**config.mk**
```make
export PLATFORM = sky130hd
export DESIGN_NAME = char_glyph_scheduler
export DESIGN_NICKNAME = d
export VERILOG_FILES = /design/src/rtl/char_pkg.sv /design/src/rtl/char_code_to_addr.sv /design/src/rtl/char_glyph_scheduler.sv
export SDC_FILE = /design/constraint.sdc
export NUM_CORES = 1
export LEC_CHECK = 0
export ABC_AREA = 1
export CAP_MARGIN = 20
export CORE_UTILIZATION = 37
export DETAILED_ROUTE_END_ITERATION = 10
export DONT_BUFFER_PORTS = 1
export GPL_TIMING_DRIVEN = 1
export SYNTH_ARGS = -nofsm -noshare
export SYNTH_HDL_FRONTEND = slang
export SYNTH_SLANG_ARGS = --single-unit
```
**constraint.sdc**
```tcl
create_clock -name clock -period 2.8 [get_ports clock]
set_clock_uncertainty 0.2 [all_clocks]
set_input_delay 0.28 -clock clock [delete_from_list [all_inputs] [get_ports clock]]
set_output_delay 0.28 -clock clock [all_outputs]
set_load 0.02 [all_outputs]
```
**src/rtl/char_pkg.sv**
```systemverilog
// Shared definitions for the character-ROM glyph path.
//   Code constants for the mapped characters, their char_rom base addresses,
//   the scheduler state encoding and a row bit-reversal helper.
package char_pkg;

  localparam int unsigned CODE_W     = 8;
  localparam int unsigned ROW_W      = 8;
  localparam int unsigned GLYPH_ROWS = 8;
  localparam int unsigned ROM_ADDR_W = 10;
  localparam int unsigned OWNER_W    = 3;

  // Character codes with dedicated glyphs (decimal code values).
  localparam logic [CODE_W-1:0] CH_PLUS = 8'd20;
  localparam logic [CODE_W-1:0] CH_21   = 8'd21;
  localparam logic [CODE_W-1:0] CH_22   = 8'd22;
  localparam logic [CODE_W-1:0] CH_23   = 8'd23;
  localparam logic [CODE_W-1:0] CH_24   = 8'd24;
  localparam logic [CODE_W-1:0] CH_25   = 8'd25;
  localparam logic [CODE_W-1:0] CH_26   = 8'd26;
  localparam logic [CODE_W-1:0] CH_27   = 8'd27;
  localparam logic [CODE_W-1:0] CH_28   = 8'd28;
  localparam logic [CODE_W-1:0] CH_29   = 8'd29;

  // Glyph base addresses in char_rom; every unmapped code shows a space.
  localparam logic [ROM_ADDR_W-1:0] ADDR_SPACE   = 10'o400;
  localparam logic [ROM_ADDR_W-1:0] ADDR_CH_PLUS = 10'o530;
  localparam logic [ROM_ADDR_W-1:0] ADDR_CH_21   = 10'o550;
  localparam logic [ROM_ADDR_W-1:0] ADDR_CH_22   = 10'o520;
  localparam logic [ROM_ADDR_W-1:0] ADDR_CH_23   = 10'o570;
  localparam logic [ROM_ADDR_W-1:0] ADDR_CH_24   = 10'o460;
  localparam logic [ROM_ADDR_W-1:0] ADDR_CH_25   = 10'o410;
  localparam logic [ROM_ADDR_W-1:0] ADDR_CH_26   = 10'o720;
  localparam logic [ROM_ADDR_W-1:0] ADDR_CH_27   = 10'o670;
  localparam logic [ROM_ADDR_W-1:0] ADDR_CH_28   = 10'o700;
  localparam logic [ROM_ADDR_W-1:0] ADDR_CH_29   = 10'o710;

  typedef enum logic [1:0] {
    IDLE  = 2'd0,
    FETCH = 2'd1,
    DRAIN = 2'd2,
    DONE  = 2'd3
  } state_t;

  // ROM rows are MSB = leftmost pixel; consumers want LSB = leftmost.
  function automatic logic [ROW_W-1:0] bit_rev8(input logic [ROW_W-1:0] x);
    logic [ROW_W-1:0] r;
    r = '0;
    for (int unsigned i = 0; i < ROW_W; i++) begin
      r[i] = x[ROW_W-1-i];
    end
    return r;
  endfunction

endpackage

```
**src/rtl/char_code_to_addr.sv**
```systemverilog
// Combinational char code -> char_rom glyph base address decoder.
//   code        in   8       character code
//   base_addr_c out  ADDR_W  base address of the 8-row glyph (space if unmapped)
module char_code_to_addr
  import char_pkg::*;
#(
  parameter int unsigned ADDR_W = 10
) (
  input  logic [CODE_W-1:0] code,
  output logic [ADDR_W-1:0] base_addr_c
);

  always_comb begin
    base_addr_c = ADDR_W'(ADDR_SPACE);
    case (code)
      CH_PLUS: base_addr_c = ADDR_W'(ADDR_CH_PLUS);
      CH_21:   base_addr_c = ADDR_W'(ADDR_CH_21);
      CH_22:   base_addr_c = ADDR_W'(ADDR_CH_22);
      CH_23:   base_addr_c = ADDR_W'(ADDR_CH_23);
      CH_24:   base_addr_c = ADDR_W'(ADDR_CH_24);
      CH_25:   base_addr_c = ADDR_W'(ADDR_CH_25);
      CH_26:   base_addr_c = ADDR_W'(ADDR_CH_26);
      CH_27:   base_addr_c = ADDR_W'(ADDR_CH_27);
      CH_28:   base_addr_c = ADDR_W'(ADDR_CH_28);
      CH_29:   base_addr_c = ADDR_W'(ADDR_CH_29);
      default: base_addr_c = ADDR_W'(ADDR_SPACE);
    endcase
  end

endmodule

```
**src/rtl/char_glyph_scheduler.sv**
```systemverilog
// Time-shares one single-port char_rom between NREQ requesters.
//   Round-robin arbitration, sequential 8-row fetch, row bit-reversal and a
//   valid/ready glyph return.
//   clock, reset   rising-edge clock, asynchronous active-high reset
//   req, req_code  request bits and per-requester 8-bit char codes
//   grant          one-hot accept pulse (combinational, IDLE cycle only)
//   busy           scheduler not in IDLE
//   rom_address    char_rom address; rom_q row data back from char_rom
//   glyph_valid/glyph_ready/glyph_owner/glyph_rows  assembled glyph handshake
module char_glyph_scheduler
  import char_pkg::*;
#(
  parameter int unsigned NREQ        = 2,
  parameter int unsigned ROM_LATENCY = 1,
  parameter int unsigned ADDR_W      = 10
) (
  input  logic                  clock,
  input  logic                  reset,
  input  logic [NREQ-1:0]       req,
  input  logic [8*NREQ-1:0]     req_code,
  output logic [NREQ-1:0]       grant,
  output logic                  busy,
  output logic [ADDR_W-1:0]     rom_address,
  input  logic [ROW_W-1:0]      rom_q,
  output logic                  glyph_valid,
  input  logic                  glyph_ready,
  output logic [OWNER_W-1:0]    glyph_owner,
  output logic [GLYPH_ROWS*ROW_W-1:0] glyph_rows
);

  localparam int unsigned LAST  = ROM_LATENCY - 1;
  localparam int unsigned ROW_CW = 3;

  state_t                        state_q, state_d;
  logic [OWNER_W-1:0]            rr_q, rr_d;
  logic [OWNER_W-1:0]            owner_q, owner_d;
  logic [CODE_W-1:0]             code_q, code_d;
  logic [ROW_CW-1:0]             row_q, row_d;
  logic [GLYPH_ROWS*ROW_W-1:0]   rows_q, rows_d;
  logic [ADDR_W-1:0]             rom_address_q, rom_address_d;
  logic                          busy_q, busy_d;
  logic                          valid_q, valid_d;
  logic                          pipe_v_q [ROM_LATENCY];
  logic                          pipe_v_d [ROM_LATENCY];
  logic [ROW_CW-1:0]             pipe_k_q [ROM_LATENCY];
  logic [ROW_CW-1:0]             pipe_k_d [ROM_LATENCY];

  logic [7:0]                    req_ext;
  logic [OWNER_W-1:0]            cand;
  logic [OWNER_W-1:0]            win_idx;
  logic                          win_found;
  logic [CODE_W-1:0]             win_code;
  logic [ADDR_W-1:0]             base_c;

  assign req_ext = 8'(req);

  // Round-robin pick: first requester at or after rr_q, wrapping mod NREQ.
  always_comb begin
    win_found = 1'b0;
    win_idx   = '0;
    cand      = '0;
    for (int unsigned i = 0; i < NREQ; i++) begin
      cand = OWNER_W'((32'(rr_q) + i) % NREQ);
      if (!win_found && req_ext[cand]) begin
        win_found = 1'b1;
        win_idx   = cand;
      end
    end
  end

  always_comb begin
    win_code = '0;
    for (int unsigned j = 0; j < NREQ; j++) begin
      if (win_idx == OWNER_W'(j)) begin
        win_code = req_code[8*j +: 8];
      end
    end
  end

  // Grant is a same-cycle acknowledge; masked while reset is asserted.
  always_comb begin
    grant = '0;
    if (state_q == IDLE && win_found && !reset) begin
      grant = NREQ'(1) << win_idx;
    end
  end

  // Decode the code that will be in code_q next cycle so the address can be registered.
  char_code_to_addr #(
    .ADDR_W (ADDR_W)
  ) u_code_to_addr (
    .code        (code_d),
    .base_addr_c (base_c)
  );

  always_comb begin
    state_d = state_q;
    rr_d    = rr_q;
    owner_d = owner_q;
    code_d  = code_q;
    row_d   = row_q;
    rows_d  = rows_q;

    // Row-index pipeline tags each rom_q with the row it belongs to.
    pipe_v_d[0] = (state_q == FETCH);
    pipe_k_d[0] = row_q;
    for (int unsigned s = 1; s < ROM_LATENCY; s++) begin
      pipe_v_d[s] = pipe_v_q[s-1];
      pipe_k_d[s] = pipe_k_q[s-1];
    end

    if (pipe_v_q[LAST]) begin
      rows_d[{pipe_k_q[LAST], 3'b000} +: ROW_W] = bit_rev8(rom_q);
    end

    case (state_q)
      IDLE: begin
        if (win_found) begin
          state_d = FETCH;
          owner_d = win_idx;
          code_d  = win_code;
          row_d   = '0;
        end
      end
      FETCH: begin
        row_d = row_q + ROW_CW'(1);
        if (row_q == ROW_CW'(GLYPH_ROWS - 1)) begin
          state_d = DRAIN;
        end
      end
      DRAIN: begin
        if (pipe_v_q[LAST] && pipe_k_q[LAST] == ROW_CW'(GLYPH_ROWS - 1)) begin
          state_d = DONE;
        end
      end
      DONE: begin
        if (glyph_ready) begin
          state_d = IDLE;
          rr_d    = (owner_q == OWNER_W'(NREQ - 1)) ? '0 : owner_q + OWNER_W'(1);
        end
      end
      default: state_d = IDLE;
    endcase

    rom_address_d = (state_d == FETCH) ? base_c + ADDR_W'(row_d) : ADDR_W'(ADDR_SPACE);
    busy_d        = (state_d != IDLE);
    valid_d       = (state_d == DONE);
  end

  always_ff @(posedge clock or posedge reset) begin
    if (reset) begin
      state_q       <= IDLE;
      rr_q          <= '0;
      owner_q       <= '0;
      code_q        <= '0;
      row_q         <= '0;
      rows_q        <= '0;
      rom_address_q <= ADDR_W'(ADDR_SPACE);
      busy_q        <= 1'b0;
      valid_q       <= 1'b0;
      for (int unsigned s = 0; s < ROM_LATENCY; s++) begin
        pipe_v_q[s] <= 1'b0;
        pipe_k_q[s] <= '0;
      end
    end else begin
      state_q       <= state_d;
      rr_q          <= rr_d;
      owner_q       <= owner_d;
      code_q        <= code_d;
      row_q         <= row_d;
      rows_q        <= rows_d;
      rom_address_q <= rom_address_d;
      busy_q        <= busy_d;
      valid_q       <= valid_d;
      for (int unsigned s = 0; s < ROM_LATENCY; s++) begin
        pipe_v_q[s] <= pipe_v_d[s];
        pipe_k_q[s] <= pipe_k_d[s];
      end
    end
  end

  assign rom_address = rom_address_q;
  assign busy        = busy_q;
  assign glyph_valid = valid_q;
  assign glyph_owner = owner_q;
  assign glyph_rows  = rows_q;

endmodule
```
* Yosys cells after proc, flatten, opt, wreduce, memory -nomap -nowiden
Memories as Yosys holds them, arrays and structs flattened.
Index checks and enable logic that the tools add are counted.
** Operators by class
- $add $sub $neg :: 5
- $lt $le $gt $ge :: 2
- Equal/unequal tests :: 9
- Shifts and indexed selects :: 3
- Muxes and demuxes :: 24
- Reduce and logical (&&, ||, !) cells :: 12
** Operators by type and width (number)
- 64-bit bitwise mux :: 1
- 8-bit by 8-bit variable shift with 64-bit output, first input constant :: 1
- 8-bit by 8-bit variable part select with 64-bit output :: 1
- 8-bit 2-to-1 mux :: 4
- 10-bit 2-to-1 mux :: 2
- 10-bit by 3-bit adder with 10-bit output :: 1
- 2-bit 2-to-1 mux :: 5
- 1-bit 2-to-1 mux :: 9
- 1-bit by 4-bit < comparator with 1-bit output, second input constant :: 2
- 6-bit negator with 8-bit output :: 1
- 2-bit one-hot mux with 4 select lines :: 1
- 2-bit equality test, second input constant :: 3
- 3-bit equality test, second input constant :: 2
- 3-bit logical NOT :: 2
- 3-bit one-hot mux with 2 select lines :: 1
- 2-bit by 1-bit equality test with 1-bit output, second input constant :: 2
- 1-bit logical AND :: 4
- 2-bit AND reduction :: 2
- 3-bit by 1-bit adder with 3-bit output, second input constant :: 1
- 3-bit 2-to-1 mux :: 1
- 1-bit adder, second input constant :: 2
- 1-bit equality test, second input constant :: 2
- 1-bit logical NOT :: 2
- 2-bit logical NOT :: 1
- 2 further kinds :: 2
** Word-level totals
- Bits in registers :: 95
- ROM bits :: 160
- Output and inout bits :: 81
- Memories :: 1
** Memories
- (no name shown) :: depth 32, width 5, rd ports 1, clocked after Yosys merged registers in 0, wr ports 0, line char_code_to_addr.sv:15 : case (code)

* Logic depth before layout (Yosys ltp)
- Word-level depth :: 15
- Depth in mapped cells :: 12
- Depth with buffers taken out :: 12

* Hierarchy
A second synthesis with hierarchy kept.
** Unflattened totals
- Cells, all modules :: 514
- Area, all modules :: 4613.2 µm²
** By module, submodules not included
- char_glyph_scheduler :: instances 1, cells an instance 466, area each 4359.2 µm², sequential area each 2378.5 µm²
- char_code_to_addr :: instances 1, cells an instance 48, area each 254.0 µm², sequential area each 0.0 µm²

* Worst setup path after synthesis
OpenSTA, ideal clock, no wires.
- Kind :: register to register
- From :: reg pipe_k_q[0] (netlist name)
- To :: reg rows_q[59] (netlist: glyph_rows[59])
- Library setup time :: 0.125 ns
- Data arrival time :: 1.766 ns
- Data required time :: 2.475 ns
- Slack :: 0.710 ns
- Stages on the path, launching flop included :: 9
- Path buffers :: 1
- Clock period less this slack :: 2.090 ns
- Path through :: dfrtp_1 > inv_2 > ha_1 > ha_1 > nor2_1 > nand2_1 > buf_2 > nor2_4 > mux2_2
** On the way
- Longest elaborated chain between the ends :: 3
** RTL lines
- start: declaration :: line char_glyph_scheduler.sv:45 : logic [ROW_CW-1:0] pipe_k_q [ROM_LATENCY];
- start signal: indexed assignment :: line char_glyph_scheduler.sv:177 : pipe_k_q[s] <= pipe_k_d[s];
- 6-bit negator with 8-bit output (*) :: line char_glyph_scheduler.sv:113 : rows_d[{pipe_k_q[LAST], 3'b000} +: ROW_W] = bit_rev8(rom_q);
- 8-bit by 8-bit variable part select with 64-bit output or 8-bit by 8-bit variable shift with 64-bit output (tied branches) :: line char_glyph_scheduler.sv:113
- 64-bit bitwise mux (*) :: line char_glyph_scheduler.sv:113
- end signal: assignment :: line char_glyph_scheduler.sv:171 : rows_q <= rows_d;
- end: declaration :: line char_glyph_scheduler.sv:39 : logic [GLYPH_ROWS*ROW_W-1:0] rows_q, rows_d;
Every way passes the cells marked *; elsewhere a longest branch is shown, timed or not.
A chain may end at the register's enable or synchronous reset.

* Worst setup path in the final report
Same ends and word-level chain as after synthesis.

==> flow_summary.ini <==
[synthesis]
synth.top_cells.by_area = dfrtp_1 57%, nand2_1 11%, o21ai_0 7.1%
ys.flop_type = dfrtp_1
synth.largest_area_cell = dfrtp_1
synth_edf_count = 0
ys_ff_latch = 93
syn_area_mm2 = 0.00412
netlist_instances = 459
synthArstFlopShare_pct = 100
avgSynthCellArea_um2 = 8.97
yosysWarnings = 0
ys_seq_area_share_pct = 56.6
synth_top_area_share_pct = 56.6
synth.distinct_cells = 33

[cts]
cts-resized-gates = 0
htree_levels = 3
numCtsBuffers = 9
clockRootBuffer = clkbuf_8
cts_tree = built
cts.clk_slew.worst_paths_ns = 0.09
worstSkewPairLatency_ns = 0.35
clock_sinks = 93
cts_buffer_depth = 2

[timing]
tightest_slew_ns = 0.809
slew_headroom_pct = 46.0
fin_crit_sh_pct = 88.2
timing.setup.tns_ns = 0
rsz0062_at_grt = no
setup_ws_ns = 0.329
finalHoldViolations = 0
fin_crit_ns = 2.47
slew_viol_final = 0
setup_violations = 0
fmax_ghz = 0.405

[floorplanning]
start_util_pct = 38.0
fp.dieW_um = 107
die_y_um = 107
io_pins = 110
die_area_mm2 = 0.0115
core_mm2 = 0.0108
num_rows = 38

[critical_path]
path_max_fanout = 20
regToRegSetupSlack_ns = 0.33
end_kind = register
arrival_ns = 2.51
cp.required_ns = 2.84
critPathKind = register to register
startpoint_type = register

[pwr]
combPwrFrac_pct = 34.2
power_frac_clock_pct = 17.7
power.switching_mw = 2.93
p_per_area_mw_per_mm2 = 1330
swShare_pct = 47.3
p_int_mw = 3.26
ir_worst_vdd_mv = 0.502
p_total_mw = 6.20
p_seq_share_pct = 48.1
leakagePower_nw = 2.32

[final_layout]
fill_cells = 1038
drive_gt1_share_pct = 11.8
area_growth_pct = 13.4
nets = 513
final_util_pct = 43.1
num_antenna_cells = 0

[outcome]
outcome = complete, no violations

[route]
finalWirelength_mm = 9.81
dr.pass1.iters = 5
drcViolationCount = 0
ant_nets = 0
num_vias = 3128
drt_iter0_drc = 240
vias_per_cell = 5.02
wl_per_cell_um = 15.7

[global_route]
grt_use_total_pct = 18.2
grt_max_degree = 43
grt_pass1_wl_mm = 16.1
antenna_found_initial = 0
globalRouteOverflowTotal = 0
grt_pass1_vias = 3159

[flow_run]
drv_cap = 0

[hold_path]
hp-class = primary input to register

[placement]
post-place-ws_ns = 0.338
gp_congestion = 0.823
dp_hpwl_mm = 7.12
portBuffers = 0
## per-layer routing
metal / vias up / share of wire (%) / global-route usage, %
li1: 1504 / - / -
met1: 1491 / 42 / 22.2
met2: 125 / 48 / 30.2
met3: 8 / 8.5 / 6.78
met4: 0 / 1.1 / 5.09
met5: - / 0 / 0
## Yosys cell counts, types with 6 or more instances
cell	count
nand4_1	11
clkbuf_1	6
o21ai_1	7
dfrtp_1	93
inv_2	7
inv_1	48
nor2_1	24
nand2_1	120
o21ai_0	58
nand2_2	8
nand3_1	20
ha_1	6
## cells in the final DEF, fill, tap and decap left out, types with 5 or more instances in the layout
master / n
nor3_1: 5
clkbuf_8: 10
dfrtp_1: 93
nor2_1: 24
nand2_1: 120
dlygate4sd3_1: 15
nand2_2: 8
inv_2: 7
o21ai_0: 58
nand4_1: 11
ha_1: 6
nor2_4: 5
o21ai_1: 7
inv_1: 47
buf_4: 5
nand3_1: 20
## metrics by stage
stage | cells | hold slack (ns) | instance area, µm²
finish | 623 | 0.0253 | 4670
global route | 623 | 0.0283 | 4670
detailed placement | 592 | 0.131 | 4270
floorplan | 461 | 0.178 | 4130
global placement | 592 | 0.128 | 4270
CTS | 623 | 0.00663 | 4670
## state kept, by name, summed over array words and instances (netlist names)
name	flops
pipe_v_q	1
glyph_rows	64
glyph_valid	1
code_q	8
pipe_k_d	3
state_q	2
rr_q	1
pipe_k_q	3
busy	1
rom_address	8
glyph_owner	1
## path summary, 6_finish.rpt
check | startpoint | to | cells past startpoint
max | pipe_k_q[0]$_DFF_PP0_ | glyph_rows[59]$_DFFE_PP0P_ | 7
min | req[1] | code_q[6]$_DFF_PP0_ | 4
max reg2reg | pipe_k_q[0]$_DFF_PP0_ | glyph_rows[59]$_DFFE_PP0P_ | 7
min reg2reg | pipe_k_d[2]$_DFF_PP0_ | pipe_k_q[2]$_DFF_PP0_ | 0
max in group asynchronous | reset | glyph_rows[34]$_DFFE_PP0P_ | 3
min in group asynchronous | reset | code_q[7]$_DFF_PP0_ | 2
## what timing repair did
item,4_1_cts,5_1_grt
setup buffers,0,0
hold buffers,15,0
endpoints found under the hold margin,90,0
## critical path, cell delays in order, from the launching register on
cell     delay [ns]
dfrtp_1        0.44
inv_2          0.06
ha_1           0.20
ha_1           0.29
nor2_1         0.15
nand2_1        0.37
nor2_4         0.28
mux2_2         0.36
## kinds of logic (layout without fill, tap and decap cells)
kind of cell | count (synthesis) | in the layout | share of synthesized area [%]
adders and majority gates | 6 | 6 | 1.82
other | 2 | 4 | 0.182
buffers and inverters | 71 | 93 | 7.27
and+or+nand+nor | 209 | 209 | 23.8
muxes | 3 | 3 | 0.821
xor gates and xnor gates | 1 | 1 | 0.213
AOI/OAI and AO/OA | 74 | 74 | 9.36
DFF | 93 | 93 | 56.6
## power by group through the flow
stage	combinational, mW	clock (mW)	sequential (mW)
2_1_floorplan	1.68	0	2.84
3_3_place_gp	2.02	0	3.00
3_5_place_dp	2.09	0	3.02
4_1_cts	2.13	1.12	3.00
5_1_grt	2.48	1.18	3.06
6_report	2.12	1.10	2.98
## cell type report
class / count / area [µm²] / share of cell area (%)
Clock buffer: 11 / 141 / 3.03
Inverter: 56 / 214 / 4.58
Multi-Input combinational cell: 297 / 1500 / 32.1
Tap cell: 140 / 175 / 3.75
Timing Repair Buffer: 21 / 208 / 4.45
Sequential cell: 93 / 2330 / 49.9
Clock inverter: 5 / 106 / 2.28
Note: power is estimated with default switching activity, not from simulation.
